===== src/rtl/vertex_translate_pkg.sv =====
// Shared vertex arithmetic: difference width, coordinate type and the
// narrowing conversion used by the translate and projection stages.
package vertex_pkg;

  localparam int DEF_VERT_W    = 6;
  localparam int DEF_CAM_W     = 7;
  localparam int DEF_OUT_W     = 8;
  localparam int DEF_NUM_VERTS = 3;
  localparam int DEF_DIMS      = 3;
  localparam bit DEF_SATURATE  = 1'b1;

  // Wide enough to carry any difference or converted coordinate.
  localparam int COORD_W = 32;
  typedef logic signed [COORD_W-1:0] coord_t;

  // One extra bit over the wider operand keeps a - b exact.
  function automatic int diff_width(input int vert_w, input int cam_w);
    return ((vert_w > cam_w) ? vert_w : cam_w) + 1;
  endfunction

  // Narrow a difference to out_w bits. When out_w is at least the
  // difference width the value always fits, so neither branch alters it.
  function automatic coord_t sat_conv(input coord_t d, input int out_w,
                                      input bit saturate, output logic clamped);
    coord_t hi;
    coord_t lo;
    coord_t res;
    hi      = (coord_t'(1) <<< (out_w - 1)) - coord_t'(1);
    lo      = -hi - coord_t'(1);
    clamped = 1'b0;
    if (saturate) begin
      if (d > hi) begin
        res     = hi;
        clamped = 1'b1;
      end else if (d < lo) begin
        res     = lo;
        clamped = 1'b1;
      end else begin
        res = d;
      end
    end else begin
      res = (d <<< (COORD_W - out_w)) >>> (COORD_W - out_w);
    end
    return res;
  endfunction

endpackage


===== src/rtl/vertex_translate_if.sv =====
// Triangle stream plus camera-load port between vertex fetch, the
// translate stage and the projection front end.
interface vertex_translate_if
  import vertex_pkg::*;
#(
  parameter int VERT_W    = DEF_VERT_W,
  parameter int CAM_W     = DEF_CAM_W,
  parameter int OUT_W     = DEF_OUT_W,
  parameter int NUM_VERTS = DEF_NUM_VERTS,
  parameter int DIMS      = DEF_DIMS
);

  logic                              cam_valid_in;
  logic [DIMS*CAM_W-1:0]             cam_pos_in;
  logic                              tri_valid_in;
  logic                              tri_ready_out;
  logic [NUM_VERTS*DIMS*VERT_W-1:0]  tri_in;
  logic                              tri_valid_out;
  logic                              tri_ready_in;
  logic [NUM_VERTS*DIMS*OUT_W-1:0]   tri_out;
  logic                              sat_out;

  modport slave (
    input  cam_valid_in, cam_pos_in, tri_valid_in, tri_in, tri_ready_in,
    output tri_ready_out, tri_valid_out, tri_out, sat_out
  );

  modport master (
    output cam_valid_in, cam_pos_in, tri_valid_in, tri_in, tri_ready_in,
    input  tri_ready_out, tri_valid_out, tri_out, sat_out
  );

endinterface


===== src/rtl/vertex_translate_coord_sub_sat.sv =====
// Single-coordinate datapath: exact subtract for the first stage and the
// narrowing conversion for the second, both purely combinational.
module coord_sub_sat
  import vertex_pkg::*;
#(
  parameter int VERT_W   = DEF_VERT_W,
  parameter int CAM_W    = DEF_CAM_W,
  parameter int OUT_W    = DEF_OUT_W,
  parameter bit SATURATE = DEF_SATURATE,
  localparam int D_W     = diff_width(VERT_W, CAM_W)
) (
  input  logic signed [VERT_W-1:0] vert,
  input  logic signed [CAM_W-1:0]  cam,
  output logic signed [D_W-1:0]    diff,
  input  logic signed [D_W-1:0]    diff_q,
  output logic signed [OUT_W-1:0]  conv,
  output logic                     clamped
);

  always_comb begin
    diff = D_W'(vert) - D_W'(cam);
  end

  // Conversion works on the registered difference, not this cycle's.
  always_comb begin
    clamped = 1'b0;
    conv    = OUT_W'(sat_conv(coord_t'(diff_q), OUT_W, SATURATE, clamped));
  end

endmodule


===== src/rtl/vertex_translate.sv =====
// Two-stage camera-space translation: S1 holds exact differences, S2 holds
// converted coordinates; one global enable stalls both stages together.
module vertex_translate
  import vertex_pkg::*;
#(
  parameter int VERT_W    = DEF_VERT_W,
  parameter int CAM_W     = DEF_CAM_W,
  parameter int OUT_W     = DEF_OUT_W,
  parameter int NUM_VERTS = DEF_NUM_VERTS,
  parameter int DIMS      = DEF_DIMS,
  parameter bit SATURATE  = DEF_SATURATE
) (
  input logic               clk_in,
  input logic               rst_in,
  vertex_translate_if.slave bus
);

  localparam int D_W = diff_width(VERT_W, CAM_W);
  localparam int NC  = NUM_VERTS * DIMS;

  logic [DIMS*CAM_W-1:0] cam_q;
  logic [NC*D_W-1:0]     diff_d;
  logic [NC*D_W-1:0]     diff_q1;
  logic [NC*OUT_W-1:0]   conv_d;
  logic [NC*OUT_W-1:0]   out_q2;
  logic [NC-1:0]         clamp_d;
  logic                  valid_q1;
  logic                  valid_q2;
  logic                  sat_q2;
  logic                  en;

  for (genvar v = 0; v < NUM_VERTS; v++) begin : g_vert
    for (genvar d = 0; d < DIMS; d++) begin : g_dim
      localparam int C = v * DIMS + d;
      coord_sub_sat #(
        .VERT_W   (VERT_W),
        .CAM_W    (CAM_W),
        .OUT_W    (OUT_W),
        .SATURATE (SATURATE)
      ) u_coord (
        .vert    (bus.tri_in[C*VERT_W +: VERT_W]),
        .cam     (cam_q[d*CAM_W +: CAM_W]),
        .diff    (diff_d[C*D_W +: D_W]),
        .diff_q  (diff_q1[C*D_W +: D_W]),
        .conv    (conv_d[C*OUT_W +: OUT_W]),
        .clamped (clamp_d[C])
      );
    end
  end

  assign en                = !valid_q2 || bus.tri_ready_in;
  assign bus.tri_ready_out = en;
  assign bus.tri_valid_out = valid_q2;
  assign bus.tri_out       = out_q2;
  assign bus.sat_out       = sat_q2;

  // The camera register loads regardless of stall; an accept in the same
  // cycle still sees the old value because diff_d is built from cam_q.
  always_ff @(posedge clk_in) begin
    if (rst_in) begin
      cam_q    <= '0;
      diff_q1  <= '0;
      valid_q1 <= 1'b0;
      out_q2   <= '0;
      sat_q2   <= 1'b0;
      valid_q2 <= 1'b0;
    end else begin
      if (bus.cam_valid_in) begin
        cam_q <= bus.cam_pos_in;
      end
      if (en) begin
        diff_q1  <= diff_d;
        valid_q1 <= bus.tri_valid_in;
        out_q2   <= conv_d;
        sat_q2   <= valid_q1 && (|clamp_d);
        valid_q2 <= valid_q1;
      end
    end
  end

endmodule

===== src/flat_wrapper.sv =====
// flat-port wrapper written by rule: the top's interface ports become plain ports
module vertex_translate_flat import vertex_pkg::*;
#(
  parameter int VERT_W    = DEF_VERT_W,
  parameter int CAM_W     = DEF_CAM_W,
  parameter int OUT_W     = DEF_OUT_W,
  parameter int NUM_VERTS = DEF_NUM_VERTS,
  parameter int DIMS      = DEF_DIMS,
  parameter bit SATURATE  = DEF_SATURATE
)
  (clk_in, rst_in, bus_cam_valid_in, bus_cam_pos_in, bus_tri_valid_in, bus_tri_in, bus_tri_ready_in, bus_tri_ready_out, bus_tri_valid_out, bus_tri_out, bus_sat_out);
  vertex_translate_if #(.VERT_W(VERT_W), .CAM_W(CAM_W), .OUT_W(OUT_W), .NUM_VERTS(NUM_VERTS), .DIMS(DIMS)) bus_i ();
  input logic clk_in;
  input logic rst_in;
  input wire logic [$bits(bus_i.cam_valid_in)-1:0] bus_cam_valid_in;
  input wire logic [$bits(bus_i.cam_pos_in)-1:0] bus_cam_pos_in;
  input wire logic [$bits(bus_i.tri_valid_in)-1:0] bus_tri_valid_in;
  input wire logic [$bits(bus_i.tri_in)-1:0] bus_tri_in;
  input wire logic [$bits(bus_i.tri_ready_in)-1:0] bus_tri_ready_in;
  output wire logic [$bits(bus_i.tri_ready_out)-1:0] bus_tri_ready_out;
  output wire logic [$bits(bus_i.tri_valid_out)-1:0] bus_tri_valid_out;
  output wire logic [$bits(bus_i.tri_out)-1:0] bus_tri_out;
  output wire logic [$bits(bus_i.sat_out)-1:0] bus_sat_out;
  assign bus_i.cam_valid_in = bus_cam_valid_in;
  assign bus_i.cam_pos_in = bus_cam_pos_in;
  assign bus_i.tri_valid_in = bus_tri_valid_in;
  assign bus_i.tri_in = bus_tri_in;
  assign bus_i.tri_ready_in = bus_tri_ready_in;
  assign bus_tri_ready_out = bus_i.tri_ready_out;
  assign bus_tri_valid_out = bus_i.tri_valid_out;
  assign bus_tri_out = bus_i.tri_out;
  assign bus_sat_out = bus_i.sat_out;
  vertex_translate #(.VERT_W(VERT_W), .CAM_W(CAM_W), .OUT_W(OUT_W), .NUM_VERTS(NUM_VERTS), .DIMS(DIMS), .SATURATE(SATURATE)) u_core (.clk_in(clk_in), .rst_in(rst_in), .bus(bus_i));
endmodule

===== config.mk =====
export PLATFORM = sky130hd
export DESIGN_NAME = vertex_translate_flat
export DESIGN_NICKNAME = d
export VERILOG_FILES = /design/src/rtl/vertex_translate_pkg.sv /design/src/rtl/vertex_translate_if.sv /design/src/rtl/vertex_translate_coord_sub_sat.sv /design/src/rtl/vertex_translate.sv /design/src/flat_wrapper.sv
export SDC_FILE = /design/constraint.sdc
export NUM_CORES = 1
export LEC_CHECK = 0
export CAP_MARGIN = 10
export CORE_ASPECT_RATIO = 1.2
export CORE_MARGIN = 4
export CORE_UTILIZATION = 57
export CTS_CLUSTER_DIAMETER = 120
export DETAILED_ROUTE_END_ITERATION = 8
export PLACE_DENSITY = 0.9
export REMOVE_ABC_BUFFERS = 1
export SYNTH_ARGS = -nofsm -noshare
export SYNTH_HDL_FRONTEND = slang
export SYNTH_SLANG_ARGS = --single-unit

===== constraint.sdc =====
create_clock -name clk_in -period 2.96 [get_ports clk_in]
set_input_delay 0.296 -clock clk_in [delete_from_list [all_inputs] [get_ports clk_in]]
set_output_delay 0.296 -clock clk_in [all_outputs]
set_load 0.05 [all_outputs]

==> results_dict.tcl <==
set metrics [dict create \
    cts_tree "built" \
    dr.pass1.iters 5 \
    crit_type "primary input to output port" \
    ctsResizeCount 0 \
    core_mm2 0.0144 \
    drt_wl_total_mm 21.6 \
    period_needed_ns 2.08 \
    synthTopCellsByArea "dfxtp_1 40%, ha_1 9.4%, nand2_1 7.6%" \
    finalMaxSlewViolations 0 \
    critPathLaunch "bus_tri_ready_in" \
    post-cts-setup-buffers 0 \
    clk_path_buf_depth 2 \
    reg2regPathDepth 6 \
    diodes 0 \
    clock-sinks 168 \
    root_buffer "clkbuf_16" \
    cts-buffers-inserted 17 \
    die_x_um 119 \
    start_util_pct 58.3 \
    worstPathRequired_ns 2.66 \
    cellPowerDensity_mw_per_mm2 587 \
    cp-start-kind "primary input" \
    timing.critical_path.fanout_max 42 \
    max_freq_mhz 480 \
    grt_pass1_vias 7654 \
    io_buffers 154 \
    final_nets 1281 \
    crit_slowest_cell "clkdlybuf4s50_1" \
    cp-end-kind "output port" \
    syn_avg_cell_area_um2 8.44 \
    die-area_mm2 0.0168 \
    setup_viol 0 \
    die_height_um 141 \
    synth-seq-cells 168 \
    drc_errors 0 \
    wire_per_inst_um 16.4 \
    synth_common_cells "170 x nand2_1, 168 x dfxtp_1, 103 x a21oi_1" \
    status "completed" \
    path_clk_slew_ns 0.06 \
    ys_seq_area_share_pct 40.0 \
    setup_slack_ns 0.877 \
    antenna_left 0 \
    r2r_end "u_core.diff_q1[21]$_SDFFE_PP0P_" \
    relSlewSlack_pct 54.1 \
    first_iter_violations 492 \
    cp.arrival_ns 1.79 \
    rsz0062_at_grt "false" \
    via_count 7632 \
    synthArstFlopShare_pct 0 \
    reg2reg_from "u_core.cam_q[15]$_SDFFE_PP0P_" \
    drive_gt1_share_pct 4.39 \
    synth_top_area_share_pct 40.0 \
    io_pins 155 \
    reg2reg_slack_ns 0.88 \
    clk-insertion-delay-late_ns 0.43 \
    syn_inst 996 \
    area_delta_synth_final_pct 27.0 \
    crit_chain "clkdlybuf4s50_1 -> nor2b_4 -> inv_4 -> buf_12 -> buf_4" \
    hold_start "rst_in" \
    period_share_pct 70.4 \
    grt_max_degree 98 \
    gp_congestion 0.880 \
    yosys_warnings 0 \
    num_rows 48 \
    synth_area_mm2 0.00841 \
    skew_ns 0.0101 \
    vias_per_cell 5.80 \
    critical_path.endpoint "bus_tri_ready_out" \
    htreeDepth 4 \
    dp_hpwl_mm 15.0 \
    antenna_found_initial 1 \
    cap_violations 0 \
    ys.flop_type "dfxtp_1" \
    fillers 1046 \
    p_leak_nw 4.36 \
    post-synth-top-count-cell "nand2_1" \
    critPathMaxStageDelay_ns 0.53 \
    synth_edf_count 0 \
    holdBufCountCts 0 \
    min_path_type "primary input to flip-flop" \
    grt-ovfl-total 0 \
    pre_cts_ws_ns 0.632 \
    track_usage_pct 26.3 \
    worstMarginPinSlew_ns 0.689 \
    irDropWorstVdd_v 0.000364 \
    timing.final.hold_violations 0 \
    yosysTopAreaCell "dfxtp_1" \
    grt_pass1_wl_mm 36.5 \
    utilization_pct 74.1 \
    ys_types 47 \
]
==> power breakdown <==
| group | total [mW] | internal, mW | switching [mW] |
|---|---|---|---|
| Clock | 2.29 | 1.40 | 0.884 |
| Combinational | 1.39 | 0.580 | 0.814 |
| Sequential | 2.59 | 2.47 | 0.116 |
==> worst min-delay path by stage <==
stage	to	cells after the start
2_1_floorplan	u_core.bus.tri_out[0]$_SDFFE_PP0P_	1
3_3_place_gp	u_core.bus.tri_out[26]$_SDFFE_PP0P_	2
3_5_place_dp	u_core.diff_q1[69]$_SDFFE_PP0P_	2
4_1_cts	u_core.cam_q[6]$_SDFFE_PP0P_	2
5_1_grt	u_core.cam_q[6]$_SDFFE_PP0P_	2
6_report	u_core.cam_q[6]$_SDFFE_PP0P_	2
==> sequential cells by signal, indices dropped and copies added (netlist names) <==
register                  flops
u_core.bus.sat_out            1
u_core.cam_q                 21
u_core.diff_q1               72
u_core.bus.tri_out           72
u_core.valid_q1               1
u_core.bus.tri_valid_out      1
==> layer usage <==
layer,wire [um],vias to the layer above,track usage (%)
met5,13,-,0
met4,554,2,10.9
met3,1380,48,5.30
met2,10800,263,46.0
met1,8840,3549,31.7
li1,-,3770,-
==> final cells by class <==
cell class	count	area [um^2]	area share (%)
inverter	43	164	1.54
multi-input combinational	730	4650	43.6
tap	175	219	2.05
sequential	168	3360	31.5
timing repair buffer	169	1670	15.7
clock inverter	8	120	1.12
clock buffer	22	484	4.53
==> cells by family after synthesis <==
logic type | count (synthesis) | share of synthesized area, %
compound gates | 244 | 18.8
xor+xnor | 4 | 0.417
fa+ha+maj | 72 | 11.5
buf+inv | 98 | 4.72
flops | 168 | 40.0
mux | 21 | 2.50
simple gates | 389 | 22.1
==> placed cells by master (no fill, tap or decap), types with 7 or more instances in the layout <==
master	netlist	routed
fa_1	9	9
a32o_1	7	7
a21oi_1	103	103
o2111a_1	8	8
ha_1	63	63
o21ai_0	27	27
a311oi_1	8	8
clkdlybuf4s50_1	0	152
inv_1	42	42
nand3b_1	30	30
mux2i_1	21	21
a211oi_1	18	18
nand3_1	23	23
dfxtp_1	168	168
nor2b_1	27	26
o31ai_1	10	10
buf_4	1	15
nor3_1	22	22
or3_1	26	26
a21o_1	23	23
nor2_1	65	65
nand2_1	170	170
clkbuf_16	0	17
o21a_1	22	22
==> worst max-delay path, delay by kind of cell <==
family | cells | cell delay (ns)
buffers and inverters | 4 | 1.37
and+or+nand+nor | 1 | 0.08
==> stage by stage <==
stage	hold WS [ns]	power [mW]	std cells	instance area, um^2	setup TNS (ns)
after global placement	0.437	3.96	1285	10100	0
after global routing	0.358	6.53	1315	10700	0
after CTS	0.330	6.28	1315	10700	0
after floorplan	0.365	3.51	941	8170	-744.82
final	0.340	6.27	1315	10700	0
after detailed placement	0.442	4.00	1285	10100	0
(Power assumes the default switching activity.)
